`src/rtl/ir_regfile_sequencer_pkg.sv`:
```
// Shared types and constants for the IR/register-file control sequencer.
package ir_regfile_sequencer_pkg;

    typedef enum logic [2:0] {
        ST_FETCH  = 3'd0,
        ST_DECODE = 3'd1,
        ST_EXEC   = 3'd2,
        ST_MEM    = 3'd3,
        ST_WB     = 3'd4,
        ST_HALT   = 3'd5,
        ST_FAULT  = 3'd6
    } seqState_t;

    typedef enum logic [2:0] {
        CLS_ALU  = 3'd0,
        CLS_LW   = 3'd1,
        CLS_SW   = 3'd2,
        CLS_BR   = 3'd3,
        CLS_WCR  = 3'd4,
        CLS_HALT = 3'd5,
        CLS_NOP  = 3'd6
    } opClass_t;

    // 0x0-0x7 are ALU ops; 0xC-0xE are unassigned and run as NOPs.
    localparam logic [3:0] OP_LW   = 4'h8;
    localparam logic [3:0] OP_SW   = 4'h9;
    localparam logic [3:0] OP_BR   = 4'hA;
    localparam logic [3:0] OP_WCR  = 4'hB;
    localparam logic [3:0] OP_HALT = 4'hF;

    localparam logic [3:0]  CR_REG_IDX    = 4'h8;
    localparam int unsigned TIMEOUT_LIMIT = 16;
    localparam logic [3:0]  WAIT_CNT_MAX  = 4'(TIMEOUT_LIMIT - 1);

endpackage

```
`src/rtl/ir_regfile_sequencer_decode.sv`:
```
// Combinational opcode-to-class mapping used by the sequencer FSM.
module irseq_decode
    import ir_regfile_sequencer_pkg::*;
(
    input  logic [3:0] opcode,
    output opClass_t   opClass
);

    // Classify the opcode nibble
    always_comb begin
        opClass = CLS_NOP;
        case (opcode)
            4'h0, 4'h1, 4'h2, 4'h3,
            4'h4, 4'h5, 4'h6, 4'h7: opClass = CLS_ALU;
            OP_LW:                  opClass = CLS_LW;
            OP_SW:                  opClass = CLS_SW;
            OP_BR:                  opClass = CLS_BR;
            OP_WCR:                 opClass = CLS_WCR;
            OP_HALT:                opClass = CLS_HALT;
            default:                opClass = CLS_NOP;
        endcase
    end

endmodule

```
`src/rtl/ir_regfile_sequencer.sv`:
```
// Multi-cycle fetch/decode/exec/mem/wb control sequencer for an IR + register file.
// Define IRSEQ_MEM_TIMEOUT_EN to fault after 16 unacknowledged memory request cycles.
module ir_regfile_sequencer
    import ir_regfile_sequencer_pkg::*;
(
    input  logic        clk,
    input  logic        rst_n,
    input  logic [15:0] instr,
    input  logic        mem_ack,
    input  logic        branch_taken,
    output logic        mem_req,
    output logic        mem_we,
    output logic        writeIR,
    output logic        pc_write,
    output logic        writeRegFile,
    output logic [3:0]  WriteToReg,
    output logic        CRwrite,
    output logic        halted,
    output logic        fault
);

    seqState_t  state_r;
    seqState_t  nextState_s;
    opClass_t   opClass_s;
    logic [3:0] opcode_r;
    logic [3:0] decIn_s;
    logic       memReq_r;
    logic       memWe_r;
    logic       writeRf_r;
    logic [3:0] writeAddr_r;
    logic       crWrite_r;
    logic       halted_r;
    logic       brExec_r;
    logic       ackTaken_s;
    logic       timeout_s;
    logic       unusedInstr_s;

    // DECODE classifies the live IR; later states use the latched opcode.
    assign decIn_s = (state_r == ST_DECODE) ? instr[15:12] : opcode_r;

    irseq_decode uDecode (
        .opcode  (decIn_s),
        .opClass (opClass_s)
    );

    assign ackTaken_s    = memReq_r & mem_ack;
    assign unusedInstr_s = ^instr[11:4];

`ifdef IRSEQ_MEM_TIMEOUT_EN
    logic [3:0] waitCnt_r;
    logic       fault_r;

    // Count consecutive unacknowledged request cycles
    always_ff @(posedge clk) begin
        if (!rst_n) begin
            waitCnt_r <= 4'd0;
        end else if (memReq_r && !mem_ack) begin
            waitCnt_r <= waitCnt_r + 4'd1;
        end else begin
            waitCnt_r <= 4'd0;
        end
    end

    // Flag fault state as a registered output
    always_ff @(posedge clk) begin
        if (!rst_n) begin
            fault_r <= 1'b0;
        end else begin
            fault_r <= (nextState_s == ST_FAULT);
        end
    end

    assign timeout_s = memReq_r & ~mem_ack & (waitCnt_r == WAIT_CNT_MAX);
    assign fault     = fault_r;
`else
    assign timeout_s = 1'b0;
    assign fault     = 1'b0;
`endif

    // Next-state selection
    always_comb begin
        nextState_s = state_r;
        case (state_r)
            ST_FETCH: begin
                if (ackTaken_s)     nextState_s = ST_DECODE;
                else if (timeout_s) nextState_s = ST_FAULT;
                else                nextState_s = ST_FETCH;
            end
            ST_DECODE: begin
                if (opClass_s == CLS_HALT) nextState_s = ST_HALT;
                else                       nextState_s = ST_EXEC;
            end
            ST_EXEC: begin
                case (opClass_s)
                    CLS_ALU, CLS_WCR: nextState_s = ST_WB;
                    CLS_LW, CLS_SW:   nextState_s = ST_MEM;
                    default:          nextState_s = ST_FETCH;
                endcase
            end
            ST_MEM: begin
                if (ackTaken_s)     nextState_s = (opClass_s == CLS_LW) ? ST_WB : ST_FETCH;
                else if (timeout_s) nextState_s = ST_FAULT;
                else                nextState_s = ST_MEM;
            end
            ST_WB:    nextState_s = ST_FETCH;
            ST_HALT:  nextState_s = ST_HALT;
            ST_FAULT: nextState_s = ST_FAULT;
            default:  nextState_s = ST_FETCH;
        endcase
    end

    // State register with outputs registered from the state being entered
    always_ff @(posedge clk) begin
        if (!rst_n) begin
            state_r     <= ST_FETCH;
            opcode_r    <= 4'h0;
            memReq_r    <= 1'b0;
            memWe_r     <= 1'b0;
            writeRf_r   <= 1'b0;
            writeAddr_r <= 4'h0;
            crWrite_r   <= 1'b0;
            halted_r    <= 1'b0;
            brExec_r    <= 1'b0;
        end else begin
            state_r <= nextState_s;
            if (state_r == ST_DECODE) begin
                opcode_r <= instr[15:12];
            end else begin
                opcode_r <= opcode_r;
            end
            memReq_r  <= (nextState_s == ST_FETCH) || (nextState_s == ST_MEM);
            memWe_r   <= (nextState_s == ST_MEM) && (opClass_s == CLS_SW);
            writeRf_r <= (nextState_s == ST_WB);
            crWrite_r <= (nextState_s == ST_WB) && (opClass_s == CLS_WCR);
            if (nextState_s == ST_WB) begin
                writeAddr_r <= (opClass_s == CLS_WCR) ? CR_REG_IDX : instr[3:0];
            end else begin
                writeAddr_r <= 4'h0;
            end
            halted_r <= (nextState_s == ST_HALT);
            brExec_r <= (nextState_s == ST_EXEC) && (opClass_s == CLS_BR);
        end
    end

    // The IR load and PC bump must respond to mem_ack within the same cycle.
    assign writeIR      = (state_r == ST_FETCH) & ackTaken_s;
    assign pc_write     = writeIR | (brExec_r & branch_taken);
    assign mem_req      = memReq_r;
    assign mem_we       = memWe_r;
    assign writeRegFile = writeRf_r;
    assign WriteToReg   = writeAddr_r;
    assign CRwrite      = crWrite_r;
    assign halted       = halted_r;

endmodule

```
`config.mk`:
```
export PLATFORM = sky130hd
export DESIGN_NAME = ir_regfile_sequencer
export DESIGN_NICKNAME = d
export VERILOG_FILES = /design/src/rtl/ir_regfile_sequencer_pkg.sv /design/src/rtl/ir_regfile_sequencer_decode.sv /design/src/rtl/ir_regfile_sequencer.sv
export SDC_FILE = /design/constraint.sdc
export NUM_CORES = 1
export LEC_CHECK = 0
export ABC_AREA = 0
export CORE_MARGIN = 3
export CORE_UTILIZATION = 40
export DETAILED_ROUTE_END_ITERATION = 10
export DONT_BUFFER_PORTS = 1
export GPL_ROUTABILITY_DRIVEN = 0
export PLACE_DENSITY_LB_ADDON = 0.25
export SYNTH_ARGS = -nofsm -noshare
export SYNTH_HDL_FRONTEND = slang
export SYNTH_SLANG_ARGS = --single-unit
```
`constraint.sdc`:
```
create_clock -name clk -period 3.5 [get_ports clk]
set_input_delay 0.7 -clock clk [delete_from_list [all_inputs] [get_ports clk]]
set_output_delay 0.7 -clock clk [all_outputs]
set_load 0.01 [all_outputs]
```
# Yosys cells after proc, flatten, opt, wreduce, memory -nomap -nowiden
# Memory sizes are Yosys's and may differ from the RTL's.
# Index checks and enable logic that the tools add are counted.
dict set report totals {
  ff_bits 17
  mem_bits_ro 48
  inputBits 20
  output_inout_bits 12
  wordCells 50
  mem_count 1
}
dict set report classes {
  n_eq_ne 14
  muxes 8
  bitwise_logic 6
  reduce_logical 11
}
# name depth width rd rd_ports_with_merged_regs wr line_no
set mem_list {}
lappend mem_list {{(name not given)} 16 3 1 0 0 ir_regfile_sequencer_decode.sv:12} ;# case (opcode)
# operator count
set ops {}
lappend ops {{equality test 3 x 2 -> 1 bit (second input constant)} 6}
lappend ops {{equality test 3 bit (second input constant)} 6}
lappend ops {{case mux 3 bit (6 select lines)} 1}
lappend ops {{logical NOT 3 bit} 3}
lappend ops {{2-to-1 mux 3 bit} 3}
lappend ops {{2-to-1 mux 4 bit} 2}
lappend ops {{equality test 3 x 1 -> 1 bit (second input constant)} 2}
lappend ops {{case mux 3 bit (2 select lines)} 1}
lappend ops {{OR reduction 2 bit} 2}
lappend ops {{AND 1 bit} 3}
lappend ops {{logical AND 1 bit} 3}
lappend ops {{OR reduction 3 bit} 1}
lappend ops {{inverter 1 bit} 2}
lappend ops {{AND reduction 2 bit} 1}
lappend ops {{logical OR 1 bit} 1}
lappend ops {{2-to-1 mux 1 bit} 1}
lappend ops {{OR 1 bit} 1}

# Longest topological paths before layout
# Gate-level depths: netlist of the first run.
# An unclocked memory read counts as a cell.
dict set report logic_depth {
  ltp_word 10
  mapped_depth 10
  mapped_depth_nobuf 9
}

# By module
# A second synthesis of the first run with hierarchy kept.
dict set report unflattened {
  cells_unflattened 87
  hier_area_um2 853.3
}
# module instances cells_each area_each_um2 seq_area_each_um2
set modules_own_cells {}
lappend modules_own_cells {ir_regfile_sequencer 1 81 802.0 340.3}
lappend modules_own_cells {irseq_decode 1 6 51.3 0.0}

# Worst setup path before layout of the first run
# Ideal clock, no wire load.
dict set report synth_path {
  path_kind {reg2reg}
  from {register state_r[1]}
  to {register brExec_r}
  setup_ns 0.073
  t_arrival_ns 2.384
  t_required_ns 3.427
  setup_slack_ns 1.043
  stages_incl_launch_ff 10
  path_buffers 1
  synth_period_minus_slack_ns 2.457
  path_cell_list {dfxtp_1 > buf_2 > nor3b_4 > mux2_2 > ha_1 > nor2_1 > o211ai_1 > a21boi_0 > or3_1 > nor3_2}
}
dict set report synth_between {
  elab_chain_len 9
  word_cells_on_any_way 23
  classes_between {eq/ne (11); mux (6); reduce/logical (5); memory (1)}
}
# item line_no
set synth_rtl {}
lappend synth_rtl {{start: declaration} ir_regfile_sequencer.sv:22} ;# seqState_t state_r;
lappend synth_rtl {{start signal: assignment} ir_regfile_sequencer.sv:125} ;# state_r <= nextState_s;
lappend synth_rtl {{equality test 3 x 1 -> 1 bit *} ir_regfile_sequencer.sv:39} ;# assign decIn_s = (state_r == ST_DECODE) ? instr[15:12] : opcode_r;
lappend synth_rtl {{2-to-1 mux 4 bit *} n/a}
lappend synth_rtl {{net decIn_s[1]} ir_regfile_sequencer.sv:26} ;# logic [3:0] decIn_s;
lappend synth_rtl {{memory (16 x 3 bit) *} n/a}
lappend synth_rtl {{equality test 3 x 1 -> 1 bit, or another cell as far along} {ir_regfile_sequencer.sv:94, ir_regfile_sequencer.sv:101}}
lappend synth_rtl {{OR reduction 2 bit / 2-to-1 mux 3 bit (equally long branches)} {ir_regfile_sequencer.sv:94, ir_regfile_sequencer.sv:101}}
lappend synth_rtl {{case mux 3 bit (2 select lines) / 2-to-1 mux 3 bit (equally long branches)} {ir_regfile_sequencer.sv:94, ir_regfile_sequencer.sv:101}}
lappend synth_rtl {{case mux 3 bit (6 select lines)} ir_regfile_sequencer.sv:83} ;# case (state_r)
lappend synth_rtl {{equality test 3 x 2 -> 1 bit} ir_regfile_sequencer.sv:141} ;# brExec_r <= (nextState_s == ST_EXEC) && (opClass_s == CLS_BR);
lappend synth_rtl {{logical AND 1 bit *} ir_regfile_sequencer.sv:141}
lappend synth_rtl {{end signal: assignment} ir_regfile_sequencer.sv:141}
lappend synth_rtl {{end: declaration} ir_regfile_sequencer.sv:33} ;# logic brExec_r;
# The timed path passes the listed nets; every way through them passes the cells marked *.
# A chain may end at the register's enable or synchronous reset.

# Final worst setup path of the first run
dict set report layout_path {
  from {register state_r[0]}
  to {register memWe_r, in the netlist mem_we}
}
dict set report layout_between {
  elab_chain_len 9
  word_cells_on_any_way 22
  classes_between {eq/ne (10); mux (6); reduce/logical (5); memory (1)}
}
# item line_no
set layout_rtl {}
lappend layout_rtl {{equality test 3 x 1 -> 1 bit *} ir_regfile_sequencer.sv:39}
lappend layout_rtl {{2-to-1 mux 4 bit *} n/a}
lappend layout_rtl {{net decIn_s[1]} ir_regfile_sequencer.sv:26}
lappend layout_rtl {{memory (16 x 3 bit) *} n/a}
lappend layout_rtl {{equality test 3 x 1 -> 1 bit, or another cell as far along} {ir_regfile_sequencer.sv:94, ir_regfile_sequencer.sv:101}}
lappend layout_rtl {{OR reduction 2 bit / 2-to-1 mux 3 bit (equally long branches)} {ir_regfile_sequencer.sv:94, ir_regfile_sequencer.sv:101}}
lappend layout_rtl {{case mux 3 bit (2 select lines) / 2-to-1 mux 3 bit (equally long branches)} {ir_regfile_sequencer.sv:94, ir_regfile_sequencer.sv:101}}
lappend layout_rtl {{case mux 3 bit (6 select lines)} ir_regfile_sequencer.sv:83}
lappend layout_rtl {{equality test 3 x 2 -> 1 bit} ir_regfile_sequencer.sv:132} ;# memWe_r <= (nextState_s == ST_MEM) && (opClass_s == CLS_SW);
lappend layout_rtl {{logical AND 1 bit *} ir_regfile_sequencer.sv:132}
lappend layout_rtl {{end signal: assignment} ir_regfile_sequencer.sv:132}
lappend layout_rtl {{end: declaration} ir_regfile_sequencer.sv:28} ;# logic memWe_r;
# Marks and branches as above.

==> impl_metrics.env, run 1 <==
export IMPL_run_status="complete, no violations"
export IMPL_synth_ff_type="dfxtp_1"
export IMPL_postCtsSetupBuffers=0
export IMPL_hold_violations=0
export IMPL_cts_path_max_buffers=2
export IMPL_design_area_sq_um=877.1
export IMPL_routedWlPerCell_microns=14.18
export IMPL_worstPathMaxFanout=9
export IMPL_grt_pass1_vias=557
export IMPL_seq_area_sq_um=340.3
export IMPL_yosysTopAreaCell="dfxtp_1"
export IMPL_clk_pin_slew_ns=0.10
export IMPL_core_area_sq_um=1858
export IMPL_rr_worst_depth=8
export IMPL_holdPathStages=1
export IMPL_first_iter_violations=0
export IMPL_worst_setup_path_start_kind="register"
export IMPL_nets=103
export IMPL_end_kind="register"
export IMPL_async_reset_ff_share_pct=0
export IMPL_die_h_microns=51.78
export IMPL_fill_cells=166
export IMPL_via_per_inst=5.283
export IMPL_crit_type="reg -> reg"
export IMPL_required_ns=3.72
export IMPL_setup_viol=0
export IMPL_yosys_warnings=0
export IMPL_rsz0062_at_grt="false"
export IMPL_die_area_sq_um=2681
export IMPL_arrival_ns=3.12
export IMPL_min_path_type="in -> reg"
export IMPL_grt_total_usage_pct=12.55
export IMPL_vias=560
export IMPL_period_needed_ns=2.905
export IMPL_synth_edf_count=0
export IMPL_io_buffers=0
export IMPL_cts_hold_buf=0
export IMPL_cap_violations=0
export IMPL_areaGrowthSynthToFinish_pct=4.627
export IMPL_yosys_area_top_type_share_pct=40.60
export IMPL_r2r_start="state_r[0]"
export IMPL_numCtsBuffers=3
export IMPL_reg2reg_to="mem_we"
export IMPL_vdd_ir_drop_worst_mv=0.2320
export IMPL_synth_nets=101
export IMPL_h_tree_depth=1
export IMPL_path_cells="nor3b_4, mux2_2, ha_1, nor2_1, o211ai_1, a21o_1, nand4_1, nor3b_1"
export IMPL_grt_max_degree=11
export IMPL_period_share_pct=83.01
export IMPL_worstSkewPairLatency_ns=0.28
export IMPL_n_antenna_cell=0
export IMPL_syn_area_sq_um=838.3
export IMPL_final_cell_mix="dfxtp_1 (17), nor2_1 (5), and2_1 (5)"
export IMPL_final_antenna_net_count=0
export IMPL_final_common_cell="dfxtp_1"
export IMPL_numClockSinks=17
export IMPL_ys_types=43
export IMPL_grt_first_pass_wirelength_microns=2449
export IMPL_rows=15
export IMPL_syn_inst=80
export IMPL_drv_slew=0
export IMPL_fmax_mhz=344.2
export IMPL_worstHoldStart="rst_n"
export IMPL_initial_utilization_pct=45.12
export IMPL_wirelength_microns=1503
export IMPL_min_to="opcode_r[0]"
export IMPL_grt_overflow_total=0
export IMPL_cts_resized=0
export IMPL_crit_buf_inv=0
export IMPL_first_pass_iters=1
export IMPL_synthTopCellsByArea="dfxtp_1 (41%), and3b_1 (4.2%), and2_1 (3.7%)"
export IMPL_io_pins=32
export IMPL_antenna_found_initial=0
export IMPL_p_per_area_nw_per_um2=433.2
export IMPL_fin_skew_ns=0.001313
export IMPL_placed_area_sq_um=849.6
export IMPL_max_slew_margin_pct=56.23
export IMPL_tightest_slew_ns=0.6505
export IMPL_max_stage_delay_ns=0.49
export IMPL_critical_path_top_delay_family="simple AND/OR/NAND/NOR gates"
export IMPL_ys_seq_elements=17
export IMPL_cts_tree="done"
export IMPL_critical_path_slowest_cell="dfxtp_1"
export IMPL_rrSetupSlack_ns=0.59
export IMPL_die_w_microns=51.78
export IMPL_drc=0
export IMPL_multi_input_area_sq_um=474.2
export IMPL_drive_gt1_share_pct=17.28
export IMPL_leakagePower_nw=0.3392
export IMPL_dpl_hpwl_microns=1182
export IMPL_syn_avg_cell_area_sq_um=10.48
export IMPL_fin_tns_setup_ns=0
export IMPL_yosysSeqAreaShare_pct=40.60
export IMPL_root_buffer="clkbuf_4"
==> state kept, by name, summed over array words and instances, names as in the netlist <==
name          cells
writeRegFile      1
mem_we            1
brExec_r          1
opcode_r          4
WriteToReg        4
CRwrite           1
mem_req           1
halted            1
state_r           3
==> synth_stat cells (2+ instances only) <==
| library cell | n |
|---|---|
| a21boi_0 | 2 |
| a21o_1 | 2 |
| and2_1 | 5 |
| and3b_1 | 4 |
| buf_4 | 2 |
| dfxtp_1 | 17 |
| mux2i_1 | 2 |
| nand2_1 | 4 |
| nand3b_1 | 2 |
| nor2_1 | 5 |
| nor3b_1 | 2 |
| xor2_1 | 2 |
==> metal layers <==
| metal | GRT usage (%) | up-vias | part of all wire, % | wire (microns) |
|---|---|---|---|---|
| met5 | 0 | - | 0 | 0 |
| met3 | 4.011 | 2 | 6.3 | 94 |
| met4 | 6.987 | 0 | 0.93 | 14 |
| met1 | 15.55 | 256 | 47 | 701 |
| met2 | 19.07 | 13 | 46 | 692 |
| li1 | - | 289 | - | - |
==> cells by family after synthesis <==
| kind of cell | Yosys count | synth area share, % |
|---|---|---|
| multiplexers | 4 | 5.522 |
| AND/OR/NAND/NOR | 39 | 35.37 |
| other | 1 | 0.4473 |
| adder cells (fa/ha/maj) | 1 | 1.492 |
| buffers and inverters | 4 | 2.834 |
| AO/OA/AOI/OAI | 12 | 11.64 |
| flip-flops | 17 | 40.60 |
| XOR/XNOR | 2 | 2.090 |
==> area by class of cell <==
type / count / share of cell area [%]
Multi-Input combinational cell: 59 / 54.07
Sequential cell: 17 / 38.80
Tap cell: 25 / 3.566
Clock buffer: 3 / 2.568
Clock inverter: 1 / 0.5706
Inverter: 1 / 0.4280
==> worst register-to-register path: stages, from the launching register on <==
cell and delay (ns):
dfxtp_1 0.49, nor3b_4 0.48, mux2_2 0.40, ha_1 0.45
nor2_1 0.07, o211ai_1 0.29, a21o_1 0.25, nand4_1 0.17
nor3b_1 0.22
==> stage by stage <==
stage / power, mW / hold WS, ns / util, % / std cells / setup slack (ns)
3_3_place_gp: 0.2783 / 0.5467 / 45.72 / 102 / 0.6349
3_5_place_dp: 0.2795 / 0.5540 / 45.72 / 102 / 0.6052
2_1_floorplan: 0.2718 / 0.5180 / - / 80 / 1.043
6_report: 0.3800 / 0.5281 / 47.21 / 106 / 0.5948
5_1_grt: 0.3994 / 0.5195 / 47.21 / 106 / 0.3319
4_1_cts: 0.3845 / 0.5224 / 47.21 / 106 / 0.5621
==> where the power goes <==
part,switching (mW),internal (mW)
sequential,0.0101,0.201
clock,0.0629,0.0424
combinational,0.0350,0.0287
==> how the worst max path moves through the flow <==
stage	from	endpoint	slack, ns	cells past startpoint
6_report	state_r[0]	mem_we	0.59	8
5_1_grt	state_r[0]	mem_we	0.33	8
4_1_cts	state_r[0]	mem_we	0.56	8
3_5_place_dp	state_r[0]	mem_we	0.61	8
3_3_place_gp	state_r[0]	mem_we	0.63	8
2_1_floorplan	state_r[1]	brExec_r	1.04	9
(Power assumes the default switching activity.)
==> run 2: changes to the inputs <==
==> constraint.sdc (replaced) <==
create_clock -name clk -period 2.8 [get_ports clk]
set_input_delay 0.56 -clock clk [delete_from_list [all_inputs] [get_ports clk]]
set_output_delay 0.56 -clock clk [all_outputs]
set_load 0.01 [all_outputs]
==> run 2 against run 1 <==
Effect of this change: power grew 27%; cell count grew 3.8%; global-route usage grew 0.053 points; via count grew 5.2%; setup slack lost 0.24 ns; flip-flop and latch count is the same; cell area grew 3.4%; register-to-register slack lost 0.24 ns; first-iteration DRC count grew 6.
==> impl_metrics.env, run 2 (synthesized netlist as in run 1, its figures left out) <==
export IMPL_run_status="complete, no violations"
export IMPL_min_to="opcode_r[0]"
export IMPL_rows=15
export IMPL_io_pins=32
export IMPL_reg2reg_to="WriteToReg[1]"
export IMPL_antenna_found_initial=0
export IMPL_worst_setup_path_start_kind="register"
export IMPL_postCtsSetupBuffers=0
export IMPL_crit_cells=9
export IMPL_rrSetupSlack_ns=0.35
export IMPL_final_util_pct=48.82
export IMPL_tightest_slew_ns=0.6358
export IMPL_p_int_uw=348.1
export IMPL_setup_viol=0
export IMPL_final_cell_mix="dfxtp_1 (17), nor2_1 (5), and2_1 (5)"
export IMPL_wirelength_microns=1460
export IMPL_core_area_sq_um=1858
export IMPL_arrival_ns=2.68
export IMPL_grt_max_degree=11
export IMPL_crit_buf_inv=1
export IMPL_vias=589
export IMPL_first_iter_violations=6
export IMPL_max_stage_delay_ns=0.40
export IMPL_numClockSinks=17
export IMPL_clkPwrFrac_pct=26.6
export IMPL_grt_pass1_vias=589
export IMPL_fmax_mhz=408.8
export IMPL_p_seq_share_pct=53.9
export IMPL_critical_path_top_delay_family="simple AND/OR/NAND/NOR gates"
export IMPL_holdPathStages=1
export IMPL_final_common_cell="dfxtp_1"
export IMPL_first_pass_iters=4
export IMPL_io_buffers=0
export IMPL_r2r_start="state_r[2]"
export IMPL_period_needed_ns=2.446
export IMPL_fin_skew_ns=0.002624
export IMPL_required_ns=3.04
export IMPL_crit_type="reg -> reg"
export IMPL_period_share_pct=87.37
export IMPL_cts_hold_buf=0
export IMPL_nets=107
export IMPL_drive_gt1_share_pct=21.18
export IMPL_worstPathMaxFanout=7
export IMPL_cap_violations=0
export IMPL_root_buffer="clkbuf_4"
export IMPL_max_slew_margin_pct=57.22
export IMPL_min_path_type="in -> reg"
export IMPL_final_antenna_net_count=0
export IMPL_hold_violations=0
export IMPL_h_tree_depth=1
export IMPL_vdd_ir_drop_worst_mv=0.2383
export IMPL_drv_slew=0
export IMPL_cts_path_max_buffers=2
export IMPL_grt_first_pass_wirelength_microns=2456
export IMPL_drc=0
export IMPL_combinationalPowerShare_pct=19.5
export IMPL_via_per_inst=5.355
export IMPL_p_sw_uw=132.9
export IMPL_cts_resized=0
export IMPL_critical_path_slowest_cell="dfxtp_1"
export IMPL_grt_total_usage_pct=12.60
export IMPL_path_cells="nor3b_4, mux2_2, ha_1, buf_4, nor3b_1, o21ai_0, a21o_1, a21oi_4, and3b_1"
export IMPL_die_h_microns=51.78
export IMPL_clk_pin_slew_ns=0.10
export IMPL_rr_worst_depth=9
export IMPL_worstSkewPairLatency_ns=0.28
export IMPL_dpl_hpwl_microns=1156
export IMPL_grt_overflow_total=0
export IMPL_areaGrowthSynthToFinish_pct=8.209
export IMPL_die_w_microns=51.78
export IMPL_p_sw_share_pct=27.62
export IMPL_numCtsBuffers=3
export IMPL_fin_tns_setup_ns=0
export IMPL_n_antenna_cell=0
export IMPL_cts_tree="done"
export IMPL_end_kind="register"
export IMPL_initial_utilization_pct=45.12
export IMPL_p_per_area_nw_per_um2=530.2
export IMPL_rsz0062_at_grt="false"
export IMPL_die_area_sq_um=2681
export IMPL_routedWlPerCell_microns=13.27
export IMPL_leakagePower_nw=0.3604
export IMPL_worstHoldStart="rst_n"
[run 2: per-layer routing]
| layer | wire, microns | track usage (%) |
|---|---|---|
| met5 | 0 | 0 |
| met1 | 681 | 16.05 |
| met4 | 32 | 8.297 |
| met3 | 112 | 3.152 |
| met2 | 633 | 18.64 |
[run 2: stage by stage]
stage | cells | instance area (sq um) | total power, mW | hold WS, ns | setup slack (ns)
6_report | 110 | 907.1 | 0.4810 | 0.3912 | 0.3536
5_1_grt | 110 | 907.1 | 0.5117 | 0.3794 | 0.1624
4_1_cts | 110 | 907.1 | 0.4899 | 0.3784 | 0.3536
3_5_place_dp | 106 | 879.6 | 0.3587 | 0.5512 | 0.3857
3_3_place_gp | 106 | 879.6 | 0.3576 | 0.5464 | 0.3793
2_1_floorplan | 80 | 838.3 | 0.3397 | 0.5180 | 0.3425
[run 2: worst max path at each step]
| stage | slack, ns | startpoint | endpoint |
|---|---|---|---|
| 2_1_floorplan | 0.34 | state_r[1] | brExec_r |
| 3_3_place_gp | 0.38 | state_r[2] | WriteToReg[2] |
| 3_5_place_dp | 0.39 | state_r[2] | WriteToReg[0] |
| 4_1_cts | 0.35 | state_r[2] | WriteToReg[0] |
| 5_1_grt | 0.16 | state_r[2] | WriteToReg[0] |
| 6_report | 0.35 | state_r[2] | WriteToReg[1] |
[run 2: power groups by stage]
stage / sequential (mW) / clock, mW / combinational, mW
floorplan: 0.262 / 0 / 0.0776
global placement: 0.265 / 0 / 0.0927
detailed placement: 0.265 / 0 / 0.0935
CTS: 0.260 / 0.136 / 0.0941
global route: 0.261 / 0.146 / 0.104
finish: 0.259 / 0.128 / 0.0936
[run 2: final cells by class]
cell class              instances  area (sq um)
fillers                       172         950.9
multi-input cells              59         474.2
flip-flops and latches         17         340.3
well taps                      25         31.28
repair buffers                  4         30.03
clock buffers                   3         22.52
clock inverters                 1         5.005
inverters                       1         3.754
==> run 3: changes to the inputs <==
--- a/config.mk
+++ b/config.mk
@@ -8,6 +8,7 @@
 export ABC_AREA = 0
 export CORE_MARGIN = 3
 export CORE_UTILIZATION = 40
+export CTS_CLUSTER_DIAMETER = 30
 export DETAILED_ROUTE_END_ITERATION = 10
 export DONT_BUFFER_PORTS = 1
 export GPL_ROUTABILITY_DRIVEN = 0
==> results of run 3 <==
No change in the layout: final DEF, timing and power equal those of run 2.
